[src/rtl/sdmdl_pkg.sv]
// sdmdl_pkg: definitions shared by the SD card bench models.
// CRC16 step, bus-width encodings and receive state encoding.
`default_nettype none

package sdmdl_pkg;

    localparam int              NCRC           = 16;
    localparam logic [NCRC-1:0] CRC_POLYNOMIAL = 16'h1021;

    localparam logic [1:0] W1 = 2'b00;
    localparam logic [1:0] W4 = 2'b01;
    localparam logic [1:0] W8 = 2'b10;

    typedef enum logic [2:0] {
        RX_IDLE   = 3'd0,
        RX_DATA   = 3'd1,
        RX_CRC    = 3'd2,
        RX_STOP   = 3'd3,
        RX_REPORT = 3'd4
    } rx_state_t;

    // One MSB-first shift of the CRC16 register with one serial input bit.
    function automatic logic [NCRC-1:0] STEPCRC(input logic [NCRC-1:0] crc, input logic din);
        logic [NCRC-1:0] nxt;
        nxt = {crc[NCRC-2:0], 1'b0};
        if (crc[NCRC-1] ^ din)
            nxt = nxt ^ CRC_POLYNOMIAL;
        return nxt;
    endfunction

    function automatic logic [7:0] lane_mask(input logic [1:0] width);
        logic [7:0] m;
        case (width)
            W1:      m = 8'h01;
            W4:      m = 8'h0F;
            default: m = 8'hFF;
        endcase
        return m;
    endfunction

    // Sampling cycles per 32-bit word, minus one.
    function automatic logic [4:0] word_beats(input logic [1:0] width);
        logic [4:0] b;
        case (width)
            W1:      b = 5'd31;
            W4:      b = 5'd7;
            default: b = 5'd3;
        endcase
        return b;
    endfunction

endpackage

`default_nettype wire

[src/rtl/mdl_sdcrc_lane.sv]
// mdl_sdcrc_lane: single-lane CRC16 register; generates over data bits,
// then shifts out its MSB for comparison against the received CRC bits.
`default_nettype none

module mdl_sdcrc_lane
    import sdmdl_pkg::*;
(
    input  logic sd_clk,
    input  logic rst_n,
    input  logic clear,
    input  logic gen,
    input  logic chk,
    input  logic din,
    output logic mismatch
);

    logic [NCRC-1:0] crc;

    always_ff @(posedge sd_clk or negedge rst_n) begin
        if (!rst_n)
            crc <= '0;
        else if (clear)
            crc <= '0;
        else if (gen)
            crc <= STEPCRC(crc, din);
        else if (chk)
            crc <= {crc[NCRC-2:0], 1'b0};
    end

    assign mismatch = chk && (din != crc[NCRC-1]);

endmodule

`default_nettype wire

[src/rtl/mdl_sdrx.sv]
// mdl_sdrx: SD card data receive model. Samples host write blocks on sd_dat,
// emits 32-bit words and a one-cycle CRC-status verdict.
`default_nettype none

module mdl_sdrx
    import sdmdl_pkg::*;
#(
    parameter int LGBLK            = 9,
    parameter bit OPT_STRICT_START = 1'b1
) (
    input  logic             rst_n,
    input  logic             sd_clk,
    input  logic [7:0]       sd_dat,
    input  logic             i_en,
    input  logic [1:0]       i_width,
    input  logic [LGBLK:0]   i_len,
    output logic             o_valid,
    output logic [31:0]      o_data,
    output logic             o_last,
    output logic             o_crcack,
    output logic             o_crcnak,
    output logic             o_busy,
    output logic             o_err
);

    rx_state_t        state, state_nx;
    logic [1:0]       width_q;
    logic [7:0]       mask_q, start_mask, start_lanes;
    logic             start_seen, start_partial, len_bad;
    logic             word_done, last_word, stop_bad, crc_bad;
    logic [LGBLK-2:0] len_words, words_left;
    logic [4:0]       beat_cnt;
    logic [3:0]       crc_cnt;
    logic [31:0]      shift_q, shift_nx;
    logic [7:0]       lane_gen, lane_chk, mismatch;

    assign start_mask    = lane_mask(i_width);
    assign start_lanes   = sd_dat & start_mask;
    assign start_seen    = (state == RX_IDLE) && i_en && (start_lanes == 8'h00);
    assign start_partial = (state == RX_IDLE) && i_en && (start_lanes != 8'h00)
                           && (start_lanes != start_mask);
    assign len_bad       = (i_len[1:0] != 2'b00) || (i_len == '0);
    // A sub-word length still yields one word so the block stays framed.
    assign len_words     = (i_len[LGBLK:2] == '0) ? (LGBLK-1)'(1) : i_len[LGBLK:2];
    assign word_done     = (state == RX_DATA) && (beat_cnt == 5'd0);
    assign last_word     = (words_left == (LGBLK-1)'(1));
    assign stop_bad      = ((sd_dat & mask_q) != mask_q);

    always_comb begin
        shift_nx = {shift_q[23:0], sd_dat};
        case (width_q)
            W1:      shift_nx = {shift_q[30:0], sd_dat[0]};
            W4:      shift_nx = {shift_q[27:0], sd_dat[3:0]};
            default: shift_nx = {shift_q[23:0], sd_dat};
        endcase
    end

    always_ff @(posedge sd_clk or negedge rst_n) begin
        if (!rst_n)
            state <= RX_IDLE;
        else
            state <= state_nx;
    end

    always_comb begin
        state_nx = state;
        lane_gen = 8'h00;
        lane_chk = 8'h00;
        case (state)
            RX_IDLE:   if (start_seen) state_nx = RX_DATA;
            RX_DATA: begin
                lane_gen = mask_q;
                if (word_done && last_word)
                    state_nx = RX_CRC;
            end
            RX_CRC: begin
                lane_chk = mask_q;
                if (crc_cnt == 4'd0)
                    state_nx = RX_STOP;
            end
            RX_STOP:   state_nx = RX_REPORT;
            RX_REPORT: state_nx = RX_IDLE;
            default:   state_nx = RX_IDLE;
        endcase
        if (!i_en) begin
            state_nx = RX_IDLE;
            lane_gen = 8'h00;
            lane_chk = 8'h00;
        end
    end

    for (genvar g = 0; g < 8; g++) begin : g_lane
        mdl_sdcrc_lane u_crc (
            .sd_clk   (sd_clk),
            .rst_n    (rst_n),
            .clear    (start_seen),
            .gen      (lane_gen[g]),
            .chk      (lane_chk[g]),
            .din      (sd_dat[g]),
            .mismatch (mismatch[g])
        );
    end

    always_ff @(posedge sd_clk or negedge rst_n) begin
        if (!rst_n) begin
            o_valid    <= 1'b0;
            o_data     <= '0;
            o_last     <= 1'b0;
            o_crcack   <= 1'b0;
            o_crcnak   <= 1'b0;
            o_busy     <= 1'b0;
            o_err      <= 1'b0;
            width_q    <= W1;
            mask_q     <= 8'h01;
            words_left <= '0;
            beat_cnt   <= '0;
            crc_cnt    <= '0;
            shift_q    <= '0;
            crc_bad    <= 1'b0;
        end else begin
            o_valid  <= 1'b0;
            o_last   <= 1'b0;
            o_crcack <= 1'b0;
            o_crcnak <= 1'b0;
            if (!i_en) begin
                o_busy  <= 1'b0;
                o_err   <= 1'b0;
                crc_bad <= 1'b0;
            end else begin
                case (state)
                    RX_IDLE: begin
                        if (start_partial && OPT_STRICT_START)
                            o_err <= 1'b1;
                        if (start_seen) begin
                            width_q    <= i_width;
                            mask_q     <= start_mask;
                            words_left <= len_words;
                            beat_cnt   <= word_beats(i_width);
                            shift_q    <= '0;
                            crc_bad    <= 1'b0;
                            o_busy     <= 1'b1;
                            if (len_bad)
                                o_err <= 1'b1;
                        end
                    end
                    RX_DATA: begin
                        shift_q <= shift_nx;
                        if (beat_cnt == 5'd0) begin
                            o_valid    <= 1'b1;
                            o_data     <= shift_nx;
                            o_last     <= last_word;
                            words_left <= words_left - 1'b1;
                            beat_cnt   <= word_beats(width_q);
                            crc_cnt    <= 4'd15;
                        end else begin
                            beat_cnt <= beat_cnt - 1'b1;
                        end
                    end
                    RX_CRC: begin
                        crc_bad <= crc_bad | (|mismatch);
                        crc_cnt <= crc_cnt - 1'b1;
                    end
                    RX_STOP: begin
                        o_crcack <= !(crc_bad || stop_bad);
                        o_crcnak <= crc_bad || stop_bad;
                    end
                    RX_REPORT: o_busy <= 1'b0;
                    default:   o_busy <= 1'b0;
                endcase
            end
        end
    end

endmodule

`default_nettype wire

[config.mk]
export PLATFORM = sky130hd
export DESIGN_NAME = mdl_sdrx
export DESIGN_NICKNAME = d
export VERILOG_FILES = /design/src/rtl/sdmdl_pkg.sv /design/src/rtl/mdl_sdcrc_lane.sv /design/src/rtl/mdl_sdrx.sv
export SDC_FILE = /design/constraint.sdc
export NUM_CORES = 1
export LEC_CHECK = 0
export ABC_CLOCK_PERIOD_IN_PS = 4400
export CAP_MARGIN = 40
export CORE_MARGIN = 2
export CORE_UTILIZATION = 45
export CTS_CLUSTER_DIAMETER = 80
export CTS_CLUSTER_SIZE = 28
export DETAILED_ROUTE_END_ITERATION = 8
export HOLD_SLACK_MARGIN = 0.1
export PLACE_DENSITY = 0.67
export SLEW_MARGIN = 20
export SYNTH_ARGS = -nofsm -noshare
export SYNTH_HDL_FRONTEND = slang
export SYNTH_SLANG_ARGS = --single-unit
[constraint.sdc]
create_clock -name sd_clk -period 4.4 [get_ports sd_clk]
set_clock_uncertainty 0.1 [all_clocks]
set_input_delay 1.32 -clock sd_clk [delete_from_list [all_inputs] [get_ports sd_clk]]
set_output_delay 1.32 -clock sd_clk [all_outputs]
set_load 0.03 [all_outputs]
# Word level (Yosys, flattened, before mapping)
# Cells that the tools add are included.
totals:
  word_cells: 193
  out_inout_bits: 38
  ff_bits: 228
  in_bits: 23
classes:
  n_bitwise: 19
  mux: 77
  reduce_logical: 47
  n_eq_ne: 24
  addsub: 3
ops:
  columns: ["cell", "n"]
  rows:
  - ["16-bit two-way mux", 24]
  - ["13-bit two-way mux", 8]
  - ["32-bit case mux with 2 select lines", 1]
  - ["31-bit case mux with 2 select lines", 1]
  - ["8-bit two-way mux", 7]
  - ["8-bit case mux with 2 select lines", 2]
  - ["31-bit two-way mux", 1]
  - ["5-bit case mux with 2 select lines", 3]
  - ["3-bit NOT", 8]
  - ["3-bit nonzero test", 8]
  - ["1-bit two-way mux", 19]
  - ["8-bit bitwise AND", 2]
  - ["8-bit zero test", 2]
  - ["8-bit inequality test", 2]
  - ["3-bit AND reduction", 5]
  - ["1-bit logical AND", 14]
  - ["3-bit two-way mux", 4]
  - ["3-bit case mux with 4 select lines", 1]
  - ["10-bit zero test", 1]
  - ["5-bit two-way mux", 2]
  - ["8-bit by 1-bit equality test with 1-bit output, second input constant", 1]
  - ["1-bit inequality test", 8]
  - ["4-bit case mux with 2 select lines", 1]
  - ["8-bit nonzero test", 1]
  - ["26 further kinds", 44]

# Depth between registers and ports, before layout
logic_depth:
  ltp_word: 11
  ltp_mapped: 8
  mapped_depth_nobuf: 6

# Cells and area by module
# Synthesis repeated with hierarchy kept, for this count alone.
unflattened:
  hier_cells: 1080
  area_unflattened_um2: 10363.7
modules_own_cells:
  columns: ["mod", "area_per_inst_um2", "cells_per_inst", "instances"]
  rows:
  - ["mdl_sdcrc_lane", 690.7, 71, 8]
  - ["mdl_sdrx", 4838.4, 512, 1]

# Least setup slack after synthesis
# OpenSTA, ideal clock, no wires.
synth_timing:
  path_type: "input port to flip-flop"
  start: "input sd_dat[6]"
  end: "register beat_cnt[4]"
  t_required_ns: 4.175
  t_arrival_ns: 2.660
  cell_stages: 5
  path_slack_ns: 1.515
  cell_sequence: "o41ai_2 -> a21oi_1 -> buf_2 -> nor2_1 -> mux2_2"
synth_via:
  elab_chain_cells: 5
synth_rtl:
  columns: ["item", "line", "text"]
  rows:
  - ["start: declaration", "mdl_sdrx.sv:13", "input logic [7:0] sd_dat,"]
  - ["8-bit bitwise AND", "mdl_sdrx.sv:38", "assign start_lanes = sd_dat & start_mask;"]
  - ["8-bit zero test", "mdl_sdrx.sv:39", "assign start_seen = (state == RX_IDLE) && i_en && (start_lanes == 8'h00);"]
  - ["1-bit logical AND", "mdl_sdrx.sv:39", null]
  - ["2-bit by 1-bit inequality test with 1-bit output (no line)", null, null]
  - ["3-bit AND reduction (no line)", null, null]
  - ["end signal: assignment", "mdl_sdrx.sv:138", "beat_cnt <= word_beats(i_width);"]
  - ["end signal: assignment", "mdl_sdrx.sv:153", "beat_cnt <= word_beats(width_q);"]
  - ["end signal: assignment", "mdl_sdrx.sv:156", "beat_cnt <= beat_cnt - 1'b1;"]
  - ["end: declaration", "mdl_sdrx.sv:32", "logic [4:0] beat_cnt;"]
# Every way passes these cells.
# A chain may end at the register's enable or synchronous reset.

# Worst setup path in the final report
layout_timing:
  start: "input sd_dat[2]"
  end: "register g_lane[0].u_crc.crc[12]"
layout_via:
  elab_chain_cells: 4
  word_cells_on_any_way: 5
  cone_classes: "1 x mux; 1 x bitwise; 3 x reduce/logical"
layout_rtl:
  columns: ["item", "line", "text"]
  rows:
  - ["8-bit bitwise AND *", "mdl_sdrx.sv:38", null]
  - ["8-bit zero test *", "mdl_sdrx.sv:39", null]
  - ["1-bit logical AND *", "mdl_sdrx.sv:39", null]
  - ["3-bit nonzero test (no line) or 16-bit two-way mux (tied branches)", null, null]
  - ["end signal: assignment", "mdl_sdcrc_lane.sv:25", "crc <= STEPCRC(crc, din);"]
  - ["end signal: assignment", "mdl_sdcrc_lane.sv:27", "crc <= {crc[NCRC-2:0], 1'b0};"]
  - ["end: declaration", "mdl_sdcrc_lane.sv:17", "logic [NCRC-1:0] crc;"]
# Every way passes the cells marked *; elsewhere a longest branch is shown, timed or not.

==> impl_results.html <==
<table>
<tr><th>Metric</th><th>Value</th></tr>
<tr><th colspan="2">Clock network</th></tr>
<tr><td>Post-CTS Hold Fix Bufs</td><td>0</td></tr>
<tr><td>Max Root-Sink Buffers</td><td>3</td></tr>
<tr><td>Number of sinks on the clock net</td><td>around 220</td></tr>
<tr><td>Number of buffers inserted to repair setup after CTS</td><td>0</td></tr>
<tr><td>Worst-Skew Late Latency</td><td>~0.49 ns</td></tr>
<tr><td>Clock transition at the registers of the reported paths</td><td>0.10 ns</td></tr>
<tr><td>TritonCTS Buffers</td><td>14</td></tr>
<tr><td>Cell at the root of the clock tree</td><td>sky130_fd_sc_hd__clkbuf_16</td></tr>
<tr><td>H-tree depth reported by CTS</td><td>1</td></tr>
<tr><td>Post-cts resize count</td><td>0</td></tr>
<tr><td>CTS tree</td><td>built</td></tr>
<tr><th colspan="2">Global route</th></tr>
<tr><td>First-pass GRT wire length</td><td>around 38 mm</td></tr>
<tr><td>Total track usage</td><td>between 10% and 20%</td></tr>
<tr><td>Via count of the first global-routing pass</td><td>between 7,000 and 8,000</td></tr>
<tr><td>Largest net degree at the start of global routing</td><td>85</td></tr>
<tr><td>GRT Residual Overflow</td><td>0</td></tr>
<tr><td>Number of antenna violations at the first check in global routing</td><td>1</td></tr>
<tr><th colspan="2">Critical path</th></tr>
<tr><td>Arrival time reported for the critical path endpoint</td><td>around 3.6 ns</td></tr>
<tr><td>Crit Path Class</td><td>in -&gt; reg</td></tr>
<tr><td>Reg-to-reg critical path startpoint</td><td>state[1]</td></tr>
<tr><td>Top fanout value on the critical path</td><td>9</td></tr>
<tr><td>Register-to-register path setup slack</td><td>1.83 ns</td></tr>
<tr><td>Depth of the worst register-to-register path</td><td>4</td></tr>
<tr><td>Nature of the critical path endpoint</td><td>flop</td></tr>
<tr><td>Critical path startpoint category</td><td>input pin</td></tr>
<tr><td>Capturing point of the worst reg2reg path</td><td>g_lane[4].u_crc.crc[12]</td></tr>
<tr><td>Worst EP required</td><td>roughly 4.7 ns</td></tr>
<tr><th colspan="2">Die</th></tr>
<tr><td>Ports placed on the boundary</td><td>61</td></tr>
<tr><td>Full die area</td><td>0.02365 mm^2</td></tr>
<tr><td>Die outline width</td><td>between 150 and 200 um</td></tr>
<tr><td>Die boundary height</td><td>between 150 and 200 um</td></tr>
<tr><td>Effective utilization at floorplan</td><td>between 40% and 50%</td></tr>
<tr><td>Core Footprint</td><td>0.02189 mm^2</td></tr>
<tr><td>Placement row count</td><td>54</td></tr>
<tr><th colspan="2">Run</th></tr>
<tr><td>Max_cap viols</td><td>0</td></tr>
<tr><th colspan="2">Timing</th></tr>
<tr><td>Worst hold slack</td><td>between 0.3 and 0.4 ns</td></tr>
<tr><td>Unrepaired setup endpoints after global routing</td><td>false</td></tr>
<tr><td>Setup violation total in the final timing report</td><td>0</td></tr>
<tr><td>Final count of hold timing violations</td><td>0</td></tr>
<tr><td>Total negative slack for setup checks</td><td>0 ns</td></tr>
<tr><td>Number of max-slew violations in the final report</td><td>0</td></tr>
<tr><td>Tightest slew margin relative to the limit</td><td>approximately 45%</td></tr>
<tr><td>Shortest period the worst path allows</td><td>~3.3 ns</td></tr>
<tr><td>Actual slew at the worst max-slew pin</td><td>~0.83 ns</td></tr>
<tr><td>Upper clock frequency limit</td><td>between 0.3 and 0.4 GHz</td></tr>
<tr><td>Share of the clock period used by the worst path after layout</td><td>roughly three quarters</td></tr>
<tr><th colspan="2">Synth</th></tr>
<tr><td>Share of Yosys cell area claimed by the top area cell type</td><td>55.03%</td></tr>
<tr><td>Syn_nets</td><td>approximately 1,100</td></tr>
<tr><td>Dominant cells by area after synthesis</td><td>sky130_fd_sc_hd__dfrtp_1 (55%), sky130_fd_sc_hd__nand2_1 (8.9%), sky130_fd_sc_hd__o21ai_0 (8.2%)</td></tr>
<tr><td>EDFF count, synth</td><td>0</td></tr>
<tr><td>Distinct cells, synth</td><td>61</td></tr>
<tr><td>Post-synthesis area per instance</td><td>roughly 9.6 um^2</td></tr>
<tr><td>Instance count of the mapped netlist</td><td>roughly 1,100</td></tr>
<tr><td>Dominant synthesized flop cell</td><td>sky130_fd_sc_hd__dfrtp_1</td></tr>
<tr><td>Total number of yosys warnings</td><td>0</td></tr>
<tr><td>Async SR Flop Fraction</td><td>100.0%</td></tr>
<tr><td>Synth Cell Area</td><td>about 0.010 mm^2</td></tr>
<tr><td>Synthesis-stage register bit count</td><td>about 220</td></tr>
<tr><td>Cell accounting for the most synthesized area</td><td>sky130_fd_sc_hd__dfrtp_1</td></tr>
<tr><td>Sequential fraction of the synthesis area</td><td>a little under three fifths</td></tr>
<tr><th colspan="2">Pwr</th></tr>
<tr><td>Total power density per cell area</td><td>approximately 410 mW/mm^2</td></tr>
<tr><td>Peak ir drop on the vdd network</td><td>0.0002419 V</td></tr>
<tr><td>Leakage</td><td>~5 nW</td></tr>
<tr><td>Power, Total</td><td>4.720 mW</td></tr>
<tr><th colspan="2">Place</th></tr>
<tr><td>RD Place Congestion</td><td>around 0.84</td></tr>
<tr><td>Count of input and output buffers</td><td>60</td></tr>
<tr><td>Total half-perimeter wirelength after legalization and detailed placement</td><td>approximately 14 mm</td></tr>
<tr><td>Dpl cell area</td><td>around 0.011 mm^2</td></tr>
<tr><th colspan="2">Cells and area</th></tr>
<tr><td>Final Net Count</td><td>~1,100</td></tr>
<tr><td>Sequential cell area</td><td>0.005555 mm^2</td></tr>
<tr><td>Final non-filler cell area</td><td>around 0.011 mm^2</td></tr>
<tr><td>Final core utilization</td><td>a little over half</td></tr>
<tr><td>Layout overhead on the synthesized area</td><td>13.87%</td></tr>
<tr><td>Most common library cell in the layout ignoring fill and taps</td><td>sky130_fd_sc_hd__nand2_1</td></tr>
<tr><td>Share of post-route cells with drive strength above 1</td><td>under 10%</td></tr>
<tr><td>Most frequent cells in the layout</td><td>sky130_fd_sc_hd__nand2_1 (238), sky130_fd_sc_hd__dfrtp_1 (222), sky130_fd_sc_hd__o21ai_0 (165)</td></tr>
<tr><td>Fill count</td><td>~2,000</td></tr>
<tr><td>Total area of multi-input combinational cells</td><td>~0.0042 mm^2</td></tr>
<tr><th colspan="2">Min path</th></tr>
<tr><td>Path category of the worst min-delay check</td><td>reg -&gt; reg</td></tr>
<tr><td>Hold Path Stages</td><td>2</td></tr>
<tr><td>Launch point of the worst hold path</td><td>g_lane[1].u_crc.crc[7]</td></tr>
<tr><td>Sink of the worst hold path</td><td>g_lane[1].u_crc.crc[8]</td></tr>
<tr><th colspan="2">Detailed routing</th></tr>
<tr><td>Post-detailed-route via-to-cell ratio</td><td>between 5 and 6</td></tr>
<tr><td>Routed length per placed instance</td><td>roughly 16 um</td></tr>
<tr><td>Via Count</td><td>approximately 7,600</td></tr>
<tr><td>DRC violation count after routing</td><td>0</td></tr>
<tr><td>Number of detailed-routing iterations run before antenna repair</td><td>5</td></tr>
<tr><td>Sum of routed wire length over all layers</td><td>roughly 22 mm</td></tr>
<tr><td>Starting DRT DRC Count</td><td>approximately 600</td></tr>
<tr><td>Final ANT Viol Nets</td><td>0</td></tr>
<tr><th colspan="2">Outcome</th></tr>
<tr><td>Result of the run</td><td>finished, final reports clean</td></tr>
</table>
flip-flops by register name, indices dropped and copies added (netlist names), 3 cells and up:
register          flops
g_lane.u_crc.crc    128
shift_q              31
beat_cnt              5
state                 3
crc_cnt               4
o_data               32
words_left            8
final cells by class:
| class | instances | area share [%] |
|---|---|---|
| flip-flops and latches | 222 | 48.33 |
| repair buffers | 87 | 7.707 |
| clock buffers | 15 | 3.265 |
| well taps | 280 | 3.048 |
| inverters | 12 | 0.3919 |
| diodes | 1 | 0.02177 |
| clock inverters | 7 | 0.9143 |
| multi-input cells | 732 | 36.32 |
per-stage QoR:
step | worst slack [ns] | cells
floorplan | 1.515 | 1051
global placement | 0.7288 | 1330
detailed placement | 0.6438 | 1333
CTS | 1.165 | 1355
global route | 1.002 | 1356
finish | 1.138 | 1356
cells by family (layout without fill, tap and decap cells):
| logic type | count (synthesis) | after routing | synth area share [%] |
|---|---|---|---|
| XOR/XNOR | 28 | 28 | 2.429 |
| other | 0 | 1 | 0 |
| flip-flops | 222 | 222 | 55.03 |
| multiplexers | 40 | 40 | 4.041 |
| AND/OR/NAND/NOR | 345 | 345 | 14.82 |
| AO/OA/AOI/OAI | 314 | 314 | 19.13 |
| buffers and inverters | 97 | 121 | 3.929 |
| adder cells (fa/ha/maj) | 5 | 5 | 0.6197 |
power breakdown:
group          leakage [nW]  total, mW  switching, mW  internal [mW]
registers              3.04       2.44          0.208           2.23
logic                  1.65      0.842          0.508          0.334
clock network         0.234       1.44          0.766          0.672
Yosys cell counts, drive strengths merged, types with 3 or more instances:
master  instances
nor3            6
o31ai           7
or3b            4
a31oi           6
xor2           12
mux2i          37
nand2         239
dfrtp         222
o211ai          3
mux2            3
nor4            3
buf            28
and3            3
nor2           48
o41ai          34
clkbuf         57
or4             4
a31o            3
a21oi          49
a22o           21
xnor2          16
or3             3
inv            12
nand3          15
ha              5
o21ai         168
nand2b          3
a21o            3
nand4           3
worst max-delay path by stage:
stage / start / to / cells past startpoint
6_report: sd_dat[2] / g_lane[0].u_crc.crc[12] / 5
2_1_floorplan: sd_dat[6] / beat_cnt[4] / 5
5_1_grt: sd_dat[6] / shift_q[19] / 5
4_1_cts: sd_dat[6] / g_lane[0].u_crc.crc[12] / 5
3_3_place_gp: i_en / g_lane[4].u_crc.crc[5] / 6
3_5_place_dp: sd_dat[6] / g_lane[0].u_crc.crc[12] / 5
routing by layer:
metal | share of wire (%) | GRT usage, % | vias to the layer above
met5 | 0 | 0 | -
li1 | - | - | 3714
met2 | 45 | 28.59 | 135
met4 | 2.5 | 5.024 | 0
met1 | 49 | 28.97 | 3720
met3 | 3.9 | 2.227 | 28
critical path: stages:
cell and delay [ns]:
sky130_fd_sc_hd__clkdlybuf4s50_1 0.57, sky130_fd_sc_hd__o32ai_1 0.70, sky130_fd_sc_hd__a311oi_1 0.28, sky130_fd_sc_hd__or2_2 0.43
sky130_fd_sc_hd__o31ai_1 0.27
Power figures use the tool's default switching activity.
